`config.mk`:
```
export PLATFORM = sky130hd
export DESIGN_NAME = adventure_autoplayer
export DESIGN_NICKNAME = d
export VERILOG_FILES = /design/src/rtl/adventure_pkg.sv /design/src/rtl/dir_decoder.sv /design/src/rtl/adventure_autoplayer.sv
export SDC_FILE = /design/constraint.sdc
export NUM_CORES = 1
export LEC_CHECK = 0
export ABC_CLOCK_PERIOD_IN_PS = 3000
export CELL_PAD_IN_SITES_DETAIL_PLACEMENT = 1
export CELL_PAD_IN_SITES_GLOBAL_PLACEMENT = 1
export CORE_MARGIN = 4
export CORE_UTILIZATION = 50
export CTS_BUF_LIST = sky130_fd_sc_hd__clkbuf_8 sky130_fd_sc_hd__clkbuf_16
export CTS_CLUSTER_DIAMETER = 30
export CTS_CLUSTER_SIZE = 24
export DETAILED_ROUTE_END_ITERATION = 10
export PLACE_DENSITY_LB_ADDON = 0.25
export REMOVE_ABC_BUFFERS = 1
export SETUP_SLACK_MARGIN = 0.4
export SLEW_MARGIN = 20
export SYNTH_ARGS = -nofsm -noshare
export SYNTH_HDL_FRONTEND = slang
export SYNTH_SLANG_ARGS = --single-unit
```
`constraint.sdc`:
```
create_clock -name clk -period 3 [get_ports clk]
set_input_delay 0.3 -clock clk [delete_from_list [all_inputs] [get_ports clk]]
set_output_delay 0.3 -clock clk [all_outputs]
set_load 0.02 [all_outputs]
```
`src/rtl/adventure_pkg.sv`:
```
// adventure_pkg: shared types for the adventure game autoplayer.
//   dir_t      - encoded move direction as stored in the script
//   res_t      - outcome of a scripted run
//   ap_state_t - autoplayer controller states
package adventure_pkg;

  typedef enum logic [1:0] {
    DIR_N = 2'b00,
    DIR_S = 2'b01,
    DIR_E = 2'b10,
    DIR_W = 2'b11
  } dir_t;

  typedef enum logic [1:0] {
    RES_NONE = 2'b00,
    RES_WIN  = 2'b01,
    RES_DEAD = 2'b10
  } res_t;

  typedef enum logic [2:0] {
    ST_IDLE   = 3'd0,
    ST_GRST   = 3'd1,
    ST_PLAY   = 3'd2,
    ST_SETTLE = 3'd3,
    ST_DONE   = 3'd4
  } ap_state_t;

endpackage

```
`src/rtl/dir_decoder.sv`:
```
// dir_decoder: turns an encoded direction plus enable into the game's
// one-hot direction inputs. All outputs are low when en is low.
//   dir        in  2  encoded direction (dir_t)
//   en         in  1  drive a move this cycle
//   n/s/e/w    out 1  one-hot direction strobes
module dir_decoder
  import adventure_pkg::*;
(
  input  dir_t dir,
  input  logic en,
  output logic n,
  output logic s,
  output logic e,
  output logic w
);

  // One-hot decode, all-zero when disabled
  always_comb begin
    n = 1'b0;
    s = 1'b0;
    e = 1'b0;
    w = 1'b0;
    if (en) begin
      case (dir)
        DIR_N:   n = 1'b1;
        DIR_S:   s = 1'b1;
        DIR_E:   e = 1'b1;
        DIR_W:   w = 1'b1;
        default: n = 1'b0;
      endcase
    end else begin
      n = 1'b0;
    end
  end

endmodule

```
`src/rtl/adventure_autoplayer.sv`:
```
// adventure_autoplayer: stores a move script and replays it into the
// adventure game, one move per cycle, then reports the outcome.
//   clk, reset         clock, async active-high reset (clears the script too)
//   load_valid/dir     script entry offer; load_ready accepts it
//   clear, start       empty the script / begin a run (IDLE or DONE only)
//   win, d             game outcome inputs (watched in PLAY/SETTLE only)
//   n/s/e/w            one-hot game direction inputs
//   game_reset         one-cycle game reset at the start of a run
//   busy, done, result run status and outcome (res_t)
//   move_count         moves issued in the current/last run
//   script_len         stored script entries
// SETTLE_CYCLES is expected to be at least 1.
module adventure_autoplayer
  import adventure_pkg::*;
#(
  parameter int MAX_MOVES     = 16,
  parameter int SETTLE_CYCLES = 2,
  parameter int CW            = $clog2(MAX_MOVES + 1)
) (
  input  logic          clk,
  input  logic          reset,
  input  logic          load_valid,
  input  logic [1:0]    load_dir,
  output logic          load_ready,
  input  logic          clear,
  input  logic          start,
  input  logic          win,
  input  logic          d,
  output logic          n,
  output logic          s,
  output logic          e,
  output logic          w,
  output logic          game_reset,
  output logic          busy,
  output logic          done,
  output logic [1:0]    result,
  output logic [CW-1:0] move_count,
  output logic [CW-1:0] script_len
);

  localparam int IW = (MAX_MOVES > 1) ? $clog2(MAX_MOVES) : 1;
  localparam int SW = (SETTLE_CYCLES > 1) ? $clog2(SETTLE_CYCLES) : 1;

  ap_state_t     state_r;
  dir_t          script_r [MAX_MOVES];
  logic [CW-1:0] script_len_r;
  logic [CW-1:0] move_count_r;
  logic [CW-1:0] idx_r;
  logic [SW-1:0] settle_cnt_r;
  res_t          result_r;
  logic          done_r;
  logic          ctrl_s;
  logic          play_s;

  assign ctrl_s = (state_r == ST_IDLE) || (state_r == ST_DONE);
  assign play_s = (state_r == ST_PLAY);

  assign load_ready = ctrl_s && (script_len_r < CW'(MAX_MOVES));
  assign game_reset = (state_r == ST_GRST);
  assign busy       = (state_r == ST_GRST) || play_s || (state_r == ST_SETTLE);
  assign done       = done_r;
  assign result     = result_r;
  assign move_count = move_count_r;
  assign script_len = script_len_r;

  // Direction strobes depend only on registered state and index
  dir_decoder u_dec (
    .dir (script_r[idx_r[IW-1:0]]),
    .en  (play_s),
    .n   (n),
    .s   (s),
    .e   (e),
    .w   (w)
  );

  // Controller FSM, script storage and run status registers
  always_ff @(posedge clk or posedge reset) begin
    if (reset) begin
      state_r      <= ST_IDLE;
      script_len_r <= '0;
      move_count_r <= '0;
      idx_r        <= '0;
      settle_cnt_r <= '0;
      result_r     <= RES_NONE;
      done_r       <= 1'b0;
      for (int i = 0; i < MAX_MOVES; i++) begin
        script_r[i] <= DIR_N;
      end
    end else begin
      case (state_r)
        ST_IDLE, ST_DONE: begin
          if (clear) begin
            // clear takes priority over any load or start this cycle
            state_r      <= ST_IDLE;
            script_len_r <= '0;
            done_r       <= 1'b0;
            result_r     <= RES_NONE;
          end else begin
            if (load_valid && load_ready) begin
              script_r[script_len_r[IW-1:0]] <= dir_t'(load_dir);
              script_len_r <= script_len_r + CW'(1);
            end
            if (start) begin
              move_count_r <= '0;
              result_r     <= RES_NONE;
              if (script_len_r == '0) begin
                state_r <= ST_DONE;
                done_r  <= 1'b1;
              end else begin
                state_r <= ST_GRST;
                done_r  <= 1'b0;
              end
            end
          end
        end
        ST_GRST: begin
          idx_r   <= '0;
          state_r <= ST_PLAY;
        end
        ST_PLAY: begin
          if (win) begin
            state_r  <= ST_DONE;
            result_r <= RES_WIN;
            done_r   <= 1'b1;
          end else if (d) begin
            state_r  <= ST_DONE;
            result_r <= RES_DEAD;
            done_r   <= 1'b1;
          end else begin
            move_count_r <= move_count_r + CW'(1);
            if (idx_r == script_len_r - CW'(1)) begin
              state_r      <= ST_SETTLE;
              settle_cnt_r <= '0;
            end else begin
              idx_r <= idx_r + CW'(1);
            end
          end
        end
        ST_SETTLE: begin
          if (win) begin
            state_r  <= ST_DONE;
            result_r <= RES_WIN;
            done_r   <= 1'b1;
          end else if (d) begin
            state_r  <= ST_DONE;
            result_r <= RES_DEAD;
            done_r   <= 1'b1;
          end else if (settle_cnt_r == SW'(SETTLE_CYCLES - 1)) begin
            state_r  <= ST_DONE;
            result_r <= RES_NONE;
            done_r   <= 1'b1;
          end else begin
            settle_cnt_r <= settle_cnt_r + SW'(1);
          end
        end
        default: begin
          state_r <= ST_IDLE;
        end
      endcase
    end
  end

endmodule

```
==> results of run 1 <==
## power breakdown
part / switching [W] / internal [W]
clock: 0.000253 / 0.000191
sequential: 0.000193 / 0.000865
combinational: 0.000635 / 0.000590
total: 0.00108 / 0.00165
## sequential cells by signal (all words and copies together) (netlist names)
| register | count |
|---|---|
| settle_cnt_r | 1 |
| idx_r | 5 |
| move_count | 5 |
| result | 2 |
| script_r | 32 |
| state_r | 3 |
| script_len | 5 |
| done | 1 |
## critical path: cells and delay by family (launching register included)
family | cells | cell delay [ps]
mux | 1 | 550
flops | 1 | 430
simple gates | 2 | 420
compound gates | 2 | 410
buf+inv | 1 | 150
## what timing repair did
| item | in CTS | in global routing |
|---|---|---|
| gates resized for setup | 18 | 5 |
| pin swaps | 1 | 1 |
| buffers inserted | 2 | 0 |
| setup endpoints to repair | 4 | 4 |
## synth_stat cells, drive strengths merged, types with 2 or more instances
cell type  number  area [um^2]
o21ai           7         35.0
dfrtp          54         1350
nand2          13         48.8
nor3b           2         15.0
xor2            5         43.8
mux2i           6         60.1
a21oi           2         10.0
nor4            3         18.8
o41ai           2         17.5
and2            3         18.8
clkbuf          5         20.0
a211oi          3         22.5
a2bb2oi         2         17.5
a31oi           3         25.0
nand3b          2         15.0
nand3          18         90.1
inv            11         41.3
nor2b           4         25.0
xnor2           4         35.0
nand4           5         31.3
nor2           14         60.1
buf            10         88.8
nand2b          3         18.8
nor4b           2         32.5
mux2           37          420
nor3            3         20.0
mux4            7          173
ha              7         87.6
## worst max path at each step
| stage | from | endpoint | slack [ps] | cells after the start |
|---|---|---|---|---|
| 2_1_floorplan | idx_r[2]$_DFFE_PP0P_ | e | 450 | 5 |
| 3_3_place_gp | idx_r[0]$_DFFE_PP0P_ | e | 260 | 5 |
| 3_5_place_dp | idx_r[0]$_DFFE_PP0P_ | e | 220 | 5 |
| 4_1_cts | idx_r[0]$_DFFE_PP0P_ | e | 370 | 6 |
| 5_1_grt | idx_r[2]$_DFFE_PP0P_ | e | 370 | 6 |
| 6_report | idx_r[2]$_DFFE_PP0P_ | s | 430 | 6 |
## metal layers
| metal | track usage | vias up | wire [um] |
|---|---|---|---|
| met5 | 0 | - | 0 |
| met4 | 0.0590 | 0 | 110 |
| met3 | 0.0369 | 12 | 188 |
| met2 | 0.347 | 42 | 3570 |
| met1 | 0.290 | 1071 | 3490 |
| li1 | - | 965 | - |
## cell families (layout without fill, tap and decap cells)
group,count (synthesis),count (layout)
AO/OA/AOI/OAI,28,28
adder cells (fa/ha/maj),7,7
AND/OR/NAND/NOR,76,76
flip-flops,54,54
XOR/XNOR,10,10
multiplexers,50,50
buffers and inverters,26,55
## metrics by stage
stage                     hold WS, ps  power, W  cells   util  cell area (um^2)
after floorplan                   387   0.00179    236      -              2880
after global placement            488   0.00214    342  0.585              3300
after detailed placement          492   0.00219    342  0.585              3300
after CTS                         290   0.00270    352  0.608              3430
after global routing              318   0.00288    352  0.609              3430
final                             282   0.00273    352  0.609              3430
## layout make-up
type / count / area [um^2]
fill: 561 / 2210
multi-input combinational: 171 / 1520
sequential: 54 / 1350
timing repair buffer: 36 / 335
tap: 72 / 90.1
clock buffer: 6 / 82.6
inverter: 11 / 41.3
clock inverter: 2 / 16.3
==> impl_metrics.csv, run 1 <==
group,metric,value,unit
sta,finalWorstSetupSlack,426,ps
worst_setup_path,cp_data_required_time,2700,ps
finish,layout_commonest_cell,"sky130_fd_sc_hd__dfrtp_1",
synthesis,number_of_enable_type_register_cells_in_the_synthesized_netlist,0,
detailed_routing,final_antenna_net_count,0,
sta,max_slew.worst_pin.slew,710,ps
synthesis,synth-adder-area-share,0.0293,
die,dieHeight,85.4,um
global_routing,grt_pass1_wl,12.1,mm
sta,fmaxAchievable,389,MHz
die,fp.dieArea,7280,um^2
sta,totalNegativeSetupSlack,0,ps
run,max-cap-violations,0,
clocking,cts_inserted_buffers,5,
global_routing,global_route.usage.total,0.212,
worst_setup_path,setup.worst_path.end_class,"output pin",
clocking,cts_sinks,54,
place,gp_congestion,0.819,
synthesis,post_synthesis_sequential_element_count,54,
worst_setup_path,reg2reg_slack,710,ps
clocking,ctsLongestPathBuffers,2,
synthesis,synth.mux.area_fraction,0.218,
synthesis,synth_top_flop_cell,"sky130_fd_sc_hd__dfrtp_1",
synthesis,synth_compound_gate_area_share,0.0724,
power_and_ir_drop,power_per_cell_area,794,nW/um^2
synthesis,post_synth_instance_area,2990,um^2
synthesis,ys_warn_count,0,
clocking,clkLatencyLatePin,310,ps
clocking,cts_tree,"done",
finish,layout-drive-gt1-share,0.264,
global_routing,grt_start_max_net_pins,22,
die,start_util,0.530,
detailed_routing,post_drt_via_cell_ratio,5.94,
worst_hold_path,timing.hold.worst.class,"input pin to async pin",
worst_setup_path,crit_path_max_incr_delay,550,ps
synthesis,synthCells,251,
sta,timing_hold_violations_final,0,
sta,fin_crit_sh,0.858,
detailed_routing,finalWirelength,7.36,mm
worst_setup_path,rr_startpoint,"state_r[0]$_DFFE_PP0P_",
detailed_routing,drt-wirelength-per-cell,20.9,um
global_routing,via_count_of_the_first_global_routing_pass,2297,
global_routing,globalRouteOverflowTotal,0,
sta,timing.final.max_slew_violations,0,
synthesis,basic_gate_share_of_the_synthesized_area_counting_and_or_nand_and_nor_cells,0.143,
place,place.detailed.hpwl,5.24,mm
synthesis,synth-async-reset-ratio,1.00,
sta,timing.clock.skew,5.16,ps
worst_setup_path,crit_path_cell_trace,"mux4_1 -> and2_1 -> a211oi_2 -> a31oi_4 -> and3_2 -> buf_2",
worst_setup_path,regToRegEndpoint,"script_r[7]$_DFFE_PP0P_",
worst_setup_path,crit_path_top_delay_cell,"sky130_fd_sc_hd__mux4_1",
detailed_routing,dr_total_vias,2090,
synthesis,synthesis.area_per_instance,11.9,um^2
sta,final.min_clock_period,2570,ps
finish,num-nets-final,295,
sta,finalSetupViolations,0,
sta,relSlewSlack,0.527,
place,port_buffer_count,28,
finish,signed_area_change_from_the_synthesized_netlist_to_the_final_layout,14.8,%
global_routing,grt_antenna_before_repair,0,
worst_setup_path,timing.critical_path.from_type,"flip-flop",
die,io-pin-count,29,
power_and_ir_drop,ir_worst_vdd,508,uV
synthesis,synthXorXnorAreaFrac,0.0355,
place,placement.setup.worst_slack,221,ps
clocking,clk_root_buffer_cell,"sky130_fd_sc_hd__clkbuf_8",
sta,grt_setup_unrepaired,"true",
outcome,status,"completed",
worst_setup_path,crit_type,"flip-flop to output pin",
clocking,hold_buffers,0,
die,placementRows,27,
finish,mostFrequentLayoutCells,"sky130_fd_sc_hd__dfrtp_1, sky130_fd_sc_hd__mux2_2, sky130_fd_sc_hd__clkdlybuf4s50_1",
clocking,ctsHtreeMaxLevel,2,
worst_setup_path,crit_path_max_fanout,4,
detailed_routing,route.detailed.drc,0,
synthesis,ys_types,51,
synthesis,register_area_share_after_synthesis,0.452,
worst_setup_path,worst-endpoint-arrival,2270,ps
power_and_ir_drop,cellLeakagePower,1.58,nW
die,die-width,85.4,um
finish,diodes,0,
worst_setup_path,worst_r2r_path_depth,5,
detailed_routing,dr.pass1.iters,4,
die,fp.coreArea,5640,um^2
clocking,clock_edge_transition_at_the_registers_on_the_reported_setup_and_hold_paths,100,ps
detailed_routing,detail_route.iter0.violations,122,
synthesis,dominant_combinational_cell_family_by_area_after_synthesis,"multiplexers",
Power figures use the tool's default switching activity.
==> run 2: changes to the inputs <==
- ABC_AREA: unset -> 1
- ABC_CLOCK_PERIOD_IN_PS: 3000 -> 2200
- CORE_UTILIZATION: 50 -> 38
- clock period: 3 -> 2.2 ns (I/O delays scaled with it)
==> impl_metrics.csv, run 2 <==
group,metric,value,unit
outcome,status,"completed",
die,die-width,96.9,um
die,fp.dieArea,9390,um^2
detailed_routing,finalWirelength,8.84,mm
power_and_ir_drop,power.switching_fraction,0.404,
worst_setup_path,setup.worst_path.end_class,"output pin",
synthesis,dominant_cell_by_count_in_the_synthesized_netlist,"sky130_fd_sc_hd__nand2_1",
sta,finalWorstSetupSlack,130,ps
die,fp.coreArea,7690,um^2
die,start_util,0.391,
global_routing,via_count_of_the_first_global_routing_pass,2946,
sta,grt_setup_unrepaired,"true",
synthesis,post_synth_instance_area,3000,um^2
global_routing,global_route.usage.total,0.189,
synthesis,post_synthesis_sequential_element_count,54,
synthesis,ys_types,27,
worst_hold_path,timing.hold.worst.class,"input pin to async pin",
finish,signed_area_change_from_the_synthesized_netlist_to_the_final_layout,27.1,%
worst_setup_path,timing.critical_path.from_type,"flip-flop",
clocking,cts_inserted_buffers,5,
detailed_routing,route.detailed.drc,0,
clocking,ctsHtreeMaxLevel,2,
power_and_ir_drop,internal-power,0.00223,W
power_and_ir_drop,design_power_total,0.00373,W
finish,filler_cell_count,976,
global_routing,globalRouteOverflowTotal,0,
die,dieHeight,96.9,um
synthesis,synthCells,404,
sta,fmaxAchievable,483,MHz
clocking,clkLatencyLatePin,310,ps
die,io-pin-count,29,
detailed_routing,dr_total_vias,2848,
clocking,clock_edge_transition_at_the_registers_on_the_reported_setup_and_hold_paths,100,ps
power_and_ir_drop,p_clk_frac,0.180,
global_routing,grt_antenna_before_repair,0,
die,placementRows,32,
power_and_ir_drop,power_per_cell_area,978,nW/um^2
finish,mostFrequentLayoutCells,"sky130_fd_sc_hd__nand2_1, sky130_fd_sc_hd__dfrtp_1, sky130_fd_sc_hd__nor2_1",
worst_setup_path,crit_path_start,"idx_r[0]$_DFFE_PP0P_",
synthesis,number_of_enable_type_register_cells_in_the_synthesized_netlist,0,
synthesis,synth_area_leaders,"sky130_fd_sc_hd__dfrtp_1, sky130_fd_sc_hd__nand2_1, sky130_fd_sc_hd__o21ai_0",
detailed_routing,detail_route.iter0.violations,116,
detailed_routing,final_antenna_net_count,0,
synthesis,synth-async-reset-ratio,1.00,
finish,diodes,0,
clocking,ctsLongestPathBuffers,2,
power_and_ir_drop,switchingPower,0.00151,W
place,placement.setup.worst_slack,29.9,ps
synthesis,register_area_share_after_synthesis,0.450,
power_and_ir_drop,pwr-share-seq,0.379,
place,gp_congestion,0.848,
clocking,clk_root_buffer_cell,"sky130_fd_sc_hd__clkbuf_8",
finish,layout_commonest_cell,"sky130_fd_sc_hd__nand2_1",
detailed_routing,dr.pass1.iters,4,
worst_setup_path,crit_type,"flip-flop to output pin",
synthesis,synthesis.area_per_instance,7.43,um^2
synthesis,ys_warn_count,0,
sta,finalSetupViolations,0,
finish,layout-drive-gt1-share,0.195,
detailed_routing,drt-wirelength-per-cell,15.8,um
worst_setup_path,worst_r2r_path_depth,14,
global_routing,grt_pass1_wl,14.6,mm
finish,largest_register,"script_r",
finish,multi_input_area,1530,um^2
sta,timing.final.max_slew_violations,0,
sta,relSlewSlack,0.682,
place,dpl_cell_area,3480,um^2
sta,fin_crit_sh,0.941,
sta,timing.clock.skew,4.67,ps
finish,final-seq-area,1360,um^2
detailed_routing,post_drt_via_cell_ratio,5.10,
place,port_buffer_count,28,
place,place.detailed.hpwl,6.40,mm
clocking,cts_sinks,54,
synthesis,synth_area_leader_cell,"sky130_fd_sc_hd__dfrtp_1",
worst_setup_path,rr_startpoint,"script_len[0]$_DFFE_PP0P_",
worst_setup_path,crit_path_max_fanout,8,
finish,fin_area,3820,um^2
global_routing,grt_start_max_net_pins,55,
synthesis,synth_top_flop_cell,"sky130_fd_sc_hd__dfrtp_1",
worst_setup_path,cp-endpoint,"w",
worst_setup_path,cp_data_required_time,1980,ps
finish,largest_register_ffs,32,
synthesis,synth_common_cells,"sky130_fd_sc_hd__nand2_1, sky130_fd_sc_hd__dfrtp_1, sky130_fd_sc_hd__nor2_1, sky130_fd_sc_hd__o21ai_0, sky130_fd_sc_hd__inv_1",
power_and_ir_drop,ir_worst_vdd,489,uV
worst_setup_path,reg2reg_slack,450,ps
synthesis,netlist.area_leader.share,0.450,
power_and_ir_drop,comb_power_share,0.440,
run,max-cap-violations,0,
clocking,cts_tree,"done",
finish,num-nets-final,471,
worst_setup_path,regToRegEndpoint,"idx_r[2]$_DFFE_PP0P_",
sta,totalNegativeSetupSlack,0,ps
sta,timing_hold_violations_final,0,
power_and_ir_drop,cellLeakagePower,1.82,nW
sta,max_slew.worst_pin.slew,476,ps
sta,final.min_clock_period,2070,ps
clocking,hold_buffers,0,
worst_setup_path,worst-endpoint-arrival,1850,ps
run 2: what timing repair did:
action                                  CTS  global route
endpoints found under the setup margin   14            30
pin swaps                                 7            12
gates resized for setup                  45            34
cloned                                    2             0
setup buffers                             1            11
run 2: worst max-delay path: stages, from the launching register on:
cell and delay [ps]:
sky130_fd_sc_hd__dfrtp_2 460, sky130_fd_sc_hd__inv_2 70, sky130_fd_sc_hd__buf_6 140, sky130_fd_sc_hd__nand2_2 60, sky130_fd_sc_hd__o211ai_1 80, sky130_fd_sc_hd__nand3_1 80
sky130_fd_sc_hd__nand2_1 60, sky130_fd_sc_hd__nor2_1 130, sky130_fd_sc_hd__nor2_2 70, sky130_fd_sc_hd__buf_4 140, sky130_fd_sc_hd__nor2_2 130, sky130_fd_sc_hd__buf_6 130
run 2: logic make-up after synthesis:
| logic type | after synthesis | share of synthesized area |
|---|---|---|
| and+or+nand+nor | 204 | 0.294 |
| AOI/OAI and AO/OA | 78 | 0.139 |
| buffers and inverters | 56 | 0.0729 |
| DFF | 54 | 0.450 |
| adders and majority gates | 7 | 0.0292 |
| xor gates and xnor gates | 5 | 0.0146 |
run 2: metrics by stage:
stage | hold slack [ps] | utilization | cells
6_report | 276 | 0.496 | 558
5_1_grt | 321 | 0.496 | 558
4_1_cts | 296 | 0.473 | 547
3_5_place_dp | 463 | 0.452 | 536
3_3_place_gp | 454 | 0.452 | 536
2_1_floorplan | 341 | - | 395
run 2: cell type report:
class,instances,area share
multi-input combinational,294,0.401
sequential,54,0.356
timing repair buffer,53,0.133
inverter,47,0.0475
tap,102,0.0334
clock buffer,5,0.0180
clock inverter,3,0.0108
run 2: power by group through the flow:
stage / Clock, W / Combinational [W] / Sequential, W
4_1_cts: 0.000696 / 0.00145 / 0.00140
6_report: 0.000673 / 0.00164 / 0.00142
3_5_place_dp: 0 / 0.00138 / 0.00142
2_1_floorplan: 0 / 0.000799 / 0.00144
5_1_grt: 0.000733 / 0.00184 / 0.00144
3_3_place_gp: 0 / 0.00133 / 0.00140
run 2: worst min-delay path by stage:
stage,to,slack (ps)
floorplan,script_r[12]$_DFFE_PP0P_,340
global placement,settle_cnt_r$_DFFE_PP0P_,450
detailed placement,done$_DFFE_PP0P_,460
CTS,move_count[0]$_DFFE_PP0P_,300
global route,move_count[4]$_DFFE_PP0P_,320
finish,move_count[4]$_DFFE_PP0P_,280
run 2: layer usage:
| metal | share of wire | global-route usage |
|---|---|---|
| met5 | 0 | 0 |
| met4 | 0.0097 | 0.0389 |
| met2 | 0.48 | 0.317 |
| met1 | 0.48 | 0.263 |
| met3 | 0.025 | 0.0238 |
